### src/rtl/pc_seq_pkg.sv
`default_nettype none
// ============================================================================
// Module   : pc_seq_pkg
// Purpose  : Shared types and constants for the program-counter sequencer.
//            Holds the sequencer state encoding and the architectural
//            PC constants (reset vector, halt address, sequential step).
// Revision : 1.0  initial release
// ============================================================================
package pc_seq_pkg;

    // Fetch sequencing state: normal run, delay-slot pending, terminal halt.
    typedef enum logic [1:0] {
        SEQ_RUN   = 2'd0,
        SEQ_DELAY = 2'd1,
        SEQ_HALT  = 2'd2
    } pc_seq_state_t;

    localparam logic [31:0] PC_RESET_VECTOR = 32'hBFC0_0000;
    localparam logic [31:0] PC_HALT_ADDR    = 32'h0000_0000;
    localparam logic [31:0] PC_STEP         = 32'd4;

endpackage
`default_nettype wire

### src/rtl/pc_sequencer.sv
`default_nettype none
// ============================================================================
// Module   : pc_sequencer
// Purpose  : Program-counter controller for the instruction-fetch side of
//            the Harvard CPU. Boots from RESET_VECTOR, advances by 4 per
//            enabled cycle, performs MIPS branch-delay-slot sequencing and
//            halts permanently once a redirect to HALT_ADDR has retired its
//            delay slot.
// Ports    : clk, reset           - clock, synchronous active-high reset
//            clk_enable, stall    - advance qualifiers (both freeze all state)
//            redirect_valid/target- taken branch/jump at the current pc
//            pc, fetch_en         - registered fetch address and its valid
//            in_delay_slot        - instruction at pc is a delay slot
//            active               - CPU running (low once halted)
//            slot_branch_err      - sticky: redirect seen inside a delay slot
//            fetch_count          - number of advances since reset
// Revision : 1.0  initial release
// ============================================================================
module pc_sequencer
    import pc_seq_pkg::*;
#(
    parameter logic [31:0] RESET_VECTOR = PC_RESET_VECTOR,
    parameter logic [31:0] HALT_ADDR    = PC_HALT_ADDR,
    parameter int          CNT_WIDTH    = 32
) (
    input  logic                 clk,
    input  logic                 reset,
    input  logic                 clk_enable,
    input  logic                 stall,
    input  logic                 redirect_valid,
    input  logic [31:0]          redirect_target,
    output logic [31:0]          pc,
    output logic                 fetch_en,
    output logic                 in_delay_slot,
    output logic                 active,
    output logic                 slot_branch_err,
    output logic [CNT_WIDTH-1:0] fetch_count
);

    pc_seq_state_t        r_state;
    logic [31:0]          r_pc;
    logic [31:0]          r_pending_target;
    logic                 r_slot_err;
    logic [CNT_WIDTH-1:0] r_count;

    pc_seq_state_t        w_state_nxt;
    logic [31:0]          w_pc_nxt;
    logic [31:0]          w_pending_nxt;
    logic                 w_slot_err_nxt;
    logic [CNT_WIDTH-1:0] w_count_nxt;
    logic                 w_advance;

    // ------------------------------------------------------------------
    // Next-state / next-value logic. Nothing changes unless advancing,
    // and the halt state never advances.
    // ------------------------------------------------------------------
    always_comb begin
        w_state_nxt    = r_state;
        w_pc_nxt       = r_pc;
        w_pending_nxt  = r_pending_target;
        w_slot_err_nxt = r_slot_err;
        w_count_nxt    = r_count;
        w_advance      = clk_enable & ~stall & (r_state != SEQ_HALT);

        if (w_advance) begin
            w_count_nxt = r_count + CNT_WIDTH'(1);
            case (r_state)
                SEQ_RUN: begin
                    // The instruction after the branch (delay slot) is
                    // always fetched; the target is only used one advance
                    // later.
                    w_pc_nxt = r_pc + PC_STEP;
                    if (redirect_valid) begin
                        w_pending_nxt = {redirect_target[31:2], 2'b00};
                        w_state_nxt   = SEQ_DELAY;
                    end
                end
                SEQ_DELAY: begin
                    w_pc_nxt    = r_pending_target;
                    w_state_nxt = (r_pending_target == HALT_ADDR) ? SEQ_HALT : SEQ_RUN;
                    // A branch in a delay slot is architecturally undefined;
                    // flag it and keep following the first target.
                    if (redirect_valid) begin
                        w_slot_err_nxt = 1'b1;
                    end
                end
                default: begin
                    w_state_nxt = r_state;
                end
            endcase
        end
    end

    // ------------------------------------------------------------------
    // State, pc and counter registers.
    // ------------------------------------------------------------------
    always_ff @(posedge clk) begin
        if (reset) begin
            r_state          <= SEQ_RUN;
            r_pc             <= RESET_VECTOR;
            r_pending_target <= 32'd0;
            r_slot_err       <= 1'b0;
            r_count          <= '0;
        end else begin
            r_state          <= w_state_nxt;
            r_pc             <= w_pc_nxt;
            r_pending_target <= w_pending_nxt;
            r_slot_err       <= w_slot_err_nxt;
            r_count          <= w_count_nxt;
        end
    end

    assign pc              = r_pc;
    assign in_delay_slot   = (r_state == SEQ_DELAY);
    assign active          = (r_state != SEQ_HALT);
    assign fetch_en        = (r_state != SEQ_HALT);
    assign slot_branch_err = r_slot_err;
    assign fetch_count     = r_count;

endmodule
`default_nettype wire

### config.mk
export PLATFORM = sky130hd
export DESIGN_NAME = pc_sequencer
export DESIGN_NICKNAME = d
export VERILOG_FILES = /design/src/rtl/pc_seq_pkg.sv /design/src/rtl/pc_sequencer.sv
export SDC_FILE = /design/constraint.sdc
export NUM_CORES = 1
export LEC_CHECK = 0
export CAP_MARGIN = 5
export CORE_AREA = 2 2 95 116
export CTS_BUF_LIST = sky130_fd_sc_hd__clkbuf_2
export DETAILED_ROUTE_END_ITERATION = 10
export DIE_AREA = 0 0 97 118
export PLACE_DENSITY = 0.77
export SLEW_MARGIN = 10
export SYNTH_ARGS = -nofsm -noshare
export SYNTH_HDL_FRONTEND = slang
export SYNTH_SLANG_ARGS = --single-unit
### constraint.sdc
create_clock -name clk -period 1.6 [get_ports clk]
set_input_delay 0.16 -clock clk [delete_from_list [all_inputs] [get_ports clk]]
set_output_delay 0.16 -clock clk [all_outputs]
set_load 0.05 [all_outputs]
# Word-level counts from Yosys, hierarchy flattened
# Cells that the tools add are included.
[classes] reduce_logical=7 addsub=2 muxes=4 bitwise_logic=3 eq_ne=3
[ops] cell="$pmux W32 S2" n=1
[ops] cell="$add A32 B1 Y32 const B" n=1
[ops] cell="$add A32 B3 Y32 const B" n=1
[ops] cell="$logic_not A32 Y1" n=1
[ops] cell="$reduce_and A3 Y1" n=3
[ops] cell="$mux W2" n=2
[ops] cell="$ne A2 B2 Y1 const B" n=2
[ops] cell="$pmux W2 S2" n=1
[ops] cell="$and A1 B1 Y1" n=2
[ops] cell="$eq A2 B1 Y1 const B" n=1
[ops] cell="$logic_not A2 Y1" n=1
[ops] cell="$reduce_and A2 Y1" n=1
[ops] cell="$reduce_bool A2 Y1" n=1
[ops] cell="$not A1 Y1" n=1
[totals] in_bits=37 register_bits=97 elab_cells=24 out_inout_bits=68

# Logic depth before layout (Yosys ltp)
[logic_depth] word_depth=4 depth_mapped=9 mapped_depth_nobuf=6

# Worst setup path after synthesis
# OpenSTA, ideal clock, no wires.
[synth_timing] path_kind="register to register" from="register r_pc[2], in the netlist pc[2]" to="register r_pc[26], in the netlist pc[26]" n_path_buf=0 required_time_ns=1.456 period_less_slack_ns=2.242 setup_time_ns=0.144 t_arrival_ns=2.098 setup_slack_ns=-0.642 path_stages_with_launch=7 cell_sequence="dfxtp_1 > ha_1 > nand4_4 > nor4_4 > nand4_1 > mux2i_1 > o221ai_1"
[synth_between] elab_chain_cells=2
[synth_rtl] item="start, declared" line_no="pc_sequencer.sv:41" source="logic [31:0] r_pc;"
[synth_rtl] item="start signal, assigned" line_no="pc_sequencer.sv:106" source="r_pc <= w_pc_nxt;"
[synth_rtl] item="$add A32 B3 Y32" line_no="pc_sequencer.sv:72" source="w_pc_nxt = r_pc + PC_STEP;"
[synth_rtl] item="$pmux W32 S2" line_no="pc_sequencer.sv:67" source="case (r_state)"
# No other way between the ends.
# A chain may end at the register's enable or synchronous reset.

# Worst setup path in the final report
[layout_timing] from="register r_state[1]" to="output in_delay_slot"
[layout_between] elab_chain_cells=1
[layout_rtl] item="start, declared" line_no="pc_sequencer.sv:40" source="pc_seq_state_t r_state;"
[layout_rtl] item="start signal, assigned" line_no="pc_sequencer.sv:105" source="r_state <= w_state_nxt;"
[layout_rtl] item="$eq A2 B1 Y1" line_no="pc_sequencer.sv:114" source="assign in_delay_slot = (r_state == SEQ_DELAY);"
[layout_rtl] item="end, declared" line_no="pc_sequencer.sv:34" source="output logic in_delay_slot,"
# No other way between the ends.

==> metrics.txt <==
# TYPE chip_impl_metric gauge
chip_impl_info{name="run_status",value="finished, violations left"} 1
chip_impl_info{name="violations",value="negative setup slack"} 1
chip_impl_metric{name="max_clock_freq",unit="MHz"} 590.7
chip_impl_metric{name="placement.io_buffers",unit=""} 100
chip_impl_info{name="synth_flop_cell",value="sky130_fd_sc_hd__dfxtp_1"} 1
chip_impl_metric{name="synth_top_area_share",unit=""} 0.4011
chip_impl_metric{name="finalHoldViolCount",unit=""} 0
chip_impl_metric{name="worstPathBufferInverterCount",unit=""} 4
chip_impl_metric{name="fin_worst_hold_slack",unit="ns"} 0.1081
chip_impl_metric{name="clock_tree.buffer_depth",unit=""} 2
chip_impl_metric{name="peakVddDrop",unit="uV"} 535.2
chip_impl_metric{name="cts-buffers-inserted",unit=""} 9
chip_impl_metric{name="groute.usage.overall",unit=""} 0.2452
chip_impl_metric{name="routed_wl",unit="um"} 16860
chip_impl_info{name="setup_repair_after_global_routing_missed_its_margin",value="yes"} 1
chip_impl_info{name="critical-path-top-cell-by-count",value="sky130_fd_sc_hd__buf_6"} 1
chip_impl_metric{name="routed_wire_length_per_instance",unit="um"} 18.70
chip_impl_metric{name="synth.cell_area",unit="sq mm"} 0.004742
chip_impl_metric{name="gate_count_post_synth",unit=""} 581
chip_impl_info{name="critical_path.startpoint_type",value="flip-flop"} 1
chip_impl_metric{name="static-leakage-power",unit="nW"} 3.035
chip_impl_metric{name="grt_overflow",unit=""} 0
chip_impl_metric{name="power_density",unit="mW/mm^2"} 551.2
chip_impl_info{name="min_path_type",value="in2reg"} 1
chip_impl_metric{name="coreArea",unit="sq mm"} 0.01031
chip_impl_metric{name="post-layout-total-power",unit="mW"} 4.144
chip_impl_metric{name="finalMaxSlewViolations",unit=""} 0
chip_impl_metric{name="yosys_warnings",unit=""} 0
chip_impl_metric{name="first_pass_iters",unit=""} 5
chip_impl_metric{name="final_nets",unit=""} 807
chip_impl_metric{name="syn2layout_area_growth",unit="%"} 58.55
chip_impl_info{name="cts_tree",value="built"} 1
chip_impl_info{name="netlist.top_cell.by_area",value="sky130_fd_sc_hd__dfxtp_1"} 1
chip_impl_info{name="yosys-top-cells-area",value="sky130_fd_sc_hd__dfxtp_1 40%, sky130_fd_sc_hd__nand2_1 7.5%, sky130_fd_sc_hd__a21oi_1 5.3%, sky130_fd_sc_hd__nor2_1 4.5%, sky130_fd_sc_hd__xnor2_1 4.4%"} 1
chip_impl_metric{name="synth_cell_types",unit=""} 69
chip_impl_metric{name="dieWidth",unit="um"} 97
chip_impl_metric{name="final_min_period_over_clock_period",unit=""} 1.058
chip_impl_metric{name="layout-drive-gt1-share",unit=""} 0.4851
chip_impl_metric{name="critical-path-max-stage-delay",unit="ns"} 0.39
chip_impl_metric{name="grt_first_pass_wirelength",unit="um"} 23240
chip_impl_info{name="critical_path.top_delay_family",value="buffers and inverters"} 1
chip_impl_metric{name="critical_path_peak_fanout",unit=""} 5
chip_impl_metric{name="timing.critical_path.required",unit="ns"} 1.44
chip_impl_metric{name="max_cap_viol_count",unit=""} 0
chip_impl_metric{name="final_core_util",unit=""} 0.7292
chip_impl_metric{name="internal_pwr_total",unit="mW"} 2.901
chip_impl_metric{name="critical_path_arrival",unit="ns"} 1.53
chip_impl_metric{name="top_level_ports",unit=""} 105
chip_impl_metric{name="tritoncts_sinks",unit=""} 95
chip_impl_info{name="synth_common_cells",value="95 x sky130_fd_sc_hd__dfxtp_1, 95 x sky130_fd_sc_hd__nand2_1, 57 x sky130_fd_sc_hd__nor2_1"} 1
chip_impl_metric{name="drt_iter0_drc",unit=""} 418
chip_impl_metric{name="synth_enable_flop_cells",unit=""} 0
chip_impl_metric{name="netSwitchingPower",unit="mW"} 1.243
chip_impl_metric{name="synth-async-reset-ratio",unit=""} 0
chip_impl_metric{name="seqPwrFrac",unit=""} 0.583
chip_impl_info{name="critical_path.slowest_cell",value="sky130_fd_sc_hd__dfxtp_2"} 1
chip_impl_metric{name="syn_area_per_cell",unit="sq um"} 8.162
chip_impl_metric{name="via_count",unit=""} 5345
chip_impl_metric{name="final_setup_skew",unit="ns"} 0.01938
chip_impl_metric{name="place_hpwl",unit="um"} 10240
chip_impl_metric{name="insertion_delay",unit="ns"} 0.56
chip_impl_metric{name="multi_input_area",unit="sq mm"} 0.003168
chip_impl_metric{name="dieArea",unit="sq mm"} 0.01145
chip_impl_metric{name="seq_area",unit="sq mm"} 0.002064
chip_impl_metric{name="grt_pass1_vias",unit=""} 4862
chip_impl_info{name="timing.critical_path.to_type",value="output pin"} 1
chip_impl_metric{name="n_fill_cell",unit=""} 742
chip_impl_metric{name="clock_h_tree_levels",unit=""} 3
chip_impl_info{name="crit_type",value="reg2out"} 1
chip_impl_metric{name="number_of_antenna_violations_at_the_first_check_in_global_routing",unit=""} 0
chip_impl_metric{name="placementRows",unit=""} 41
chip_impl_metric{name="insertedDiodeCount",unit=""} 0
chip_impl_info{name="critical_path.cell_chain",value="buf_6 > nand2b_4 > inv_4 > buf_6 > buf_12"} 1
chip_impl_metric{name="layout_setup_ws",unit="ns"} -0.09282
chip_impl_metric{name="synth-seq-cells",unit=""} 95
chip_impl_metric{name="die_y",unit="um"} 118
chip_impl_metric{name="setup-violations-final",unit=""} 40
chip_impl_metric{name="swShare",unit=""} 0.2999
chip_impl_metric{name="start_util",unit=""} 0.4599
chip_impl_metric{name="route.detailed.drc",unit=""} 0
chip_impl_metric{name="clock_power_share",unit=""} 0.245
chip_impl_metric{name="place_worst_setup_slack",unit="ns"} -0.3309
chip_impl_metric{name="drtAntennaViolNets",unit=""} 0
chip_impl_metric{name="power.combinational.fraction",unit=""} 0.172
chip_impl_metric{name="fin_crit",unit="ns"} 1.693
chip_impl_metric{name="clkTransAtPathRegs",unit="ns"} 0.24
chip_impl_metric{name="synth_seq_area_share",unit=""} 0.4011
chip_impl_metric{name="globalplace.congestion",unit=""} 0.9406
chip_impl_info{name="clockRootBuffer",value="sky130_fd_sc_hd__clkbuf_2"} 1
chip_impl_metric{name="largest_net_degree_at_the_start_of_global_routing",unit=""} 30
chip_impl_metric{name="detail_route.vias_per_cell",unit=""} 5.926
-- worst reg2reg max path, delay by kind of cell (launching register included) --
family / cells / cell delay (ns)
AOI/OAI and AO/OA: 1 / 0.15
DFF: 1 / 0.39
and+or+nand+nor: 4 / 0.90
buffers and inverters: 1 / 0.19
-- sequential cells by signal, summed over array words and instances (netlist names) --
| register | flops |
|---|---|
| fetch_count | 32 |
| pc | 30 |
| r_pending_target | 30 |
| slot_branch_err | 1 |
| r_state | 2 |
-- kinds of logic (layout without fill, tap and decap cells) --
kind of cell | count (synthesis) | in the layout | share of synthesized area
other | 1 | 2 | 0.0007908
buffers and inverters | 52 | 243 | 0.05250
xor gates and xnor gates | 27 | 27 | 0.04987
adders and majority gates | 2 | 2 | 0.005276
DFF | 95 | 95 | 0.4011
muxes | 9 | 9 | 0.01953
AOI/OAI and AO/OA | 117 | 117 | 0.1578
and+or+nand+nor | 278 | 278 | 0.3132
-- routing by layer --
layer | share of wire | up-vias | wire [um] | track usage
met5 | 0 | - | 0 | 0
met2 | 0.52 | 264 | 8783 | 0.4293
met1 | 0.38 | 2576 | 6379 | 0.2925
li1 | - | 2451 | - | -
met3 | 0.063 | 54 | 1065 | 0.03088
met4 | 0.038 | 0 | 636 | 0.1250
-- cell type report --
cell class	instances	area share
clock buffer	14	0.009319
clock inverter	2	0.0009985
inverter	8	0.004327
multi-input combinational	435	0.4214
sequential	95	0.2746
tap	129	0.02147
timing repair buffer	219	0.2679
-- through the flow --
stage	std cells	setup TNS [ns]	cell area, sq um
final	902	-1.276	7518
after global routing	902	-3.829	7518
after CTS	870	-0.2040	6724
after detailed placement	846	-20.61	6490
after global placement	846	-18.49	6490
after floorplan	582	-0.2489	5034
-- cell usage in the layout, fill, tap and decap left out, types with 13 or more instances in the layout --
master,synthesis,layout
sky130_fd_sc_hd__dfxtp_4,0,39
sky130_fd_sc_hd__clkdlybuf4s50_1,0,33
sky130_fd_sc_hd__o21ai_0,20,13
sky130_fd_sc_hd__nor2_1,57,51
sky130_fd_sc_hd__clkbuf_2,0,14
sky130_fd_sc_hd__nand2_4,0,16
sky130_fd_sc_hd__dfxtp_1,95,43
sky130_fd_sc_hd__a21oi_1,50,28
sky130_fd_sc_hd__dfxtp_2,0,13
sky130_fd_sc_hd__a21oi_2,0,22
sky130_fd_sc_hd__buf_4,10,153
sky130_fd_sc_hd__buf_6,1,14
sky130_fd_sc_hd__nand4_1,20,20
sky130_fd_sc_hd__xnor2_1,24,24
sky130_fd_sc_hd__nand2_1,95,72
-- what timing repair did --
action                                  in CTS  in global routing
gates cloned                                 1                  6
endpoints found under the setup margin      47                 76
setup buffers                                6                 26
resized for setup                           19                122
endpoints found under the hold margin        2                  0
pin swaps                                    3                 75
hold buffers                                 1                  0
-- worst paths after layout --
kind                                                         from                                end  slack [ns]  cells past startpoint
worst max-delay path                      r_state[1]$_SDFFE_PP0P_                      in_delay_slot       -0.09                      5
worst min-delay path                          redirect_target[26]  r_pending_target[26]$_SDFFE_PP0P_        0.11                      3
worst max register to register            r_state[1]$_SDFFE_PP0P_  r_pending_target[31]$_SDFFE_PP0P_       -0.09                      6
worst min register to register  r_pending_target[10]$_SDFFE_PP0P_  r_pending_target[10]$_SDFFE_PP0P_        0.50                      2
-- power by group through the flow --
| stage | Combinational [mW] | Clock (mW) | Sequential, mW |
|---|---|---|---|
| detailed placement | 0.587 | 0 | 2.46 |
| CTS | 0.612 | 1.01 | 2.41 |
| finish | 0.712 | 1.02 | 2.42 |
| floorplan | 0.251 | 0 | 2.52 |
| global route | 0.753 | 1.09 | 2.42 |
| global placement | 0.575 | 0 | 2.46 |
No activity file was read; power rests on OpenSTA's default activity.
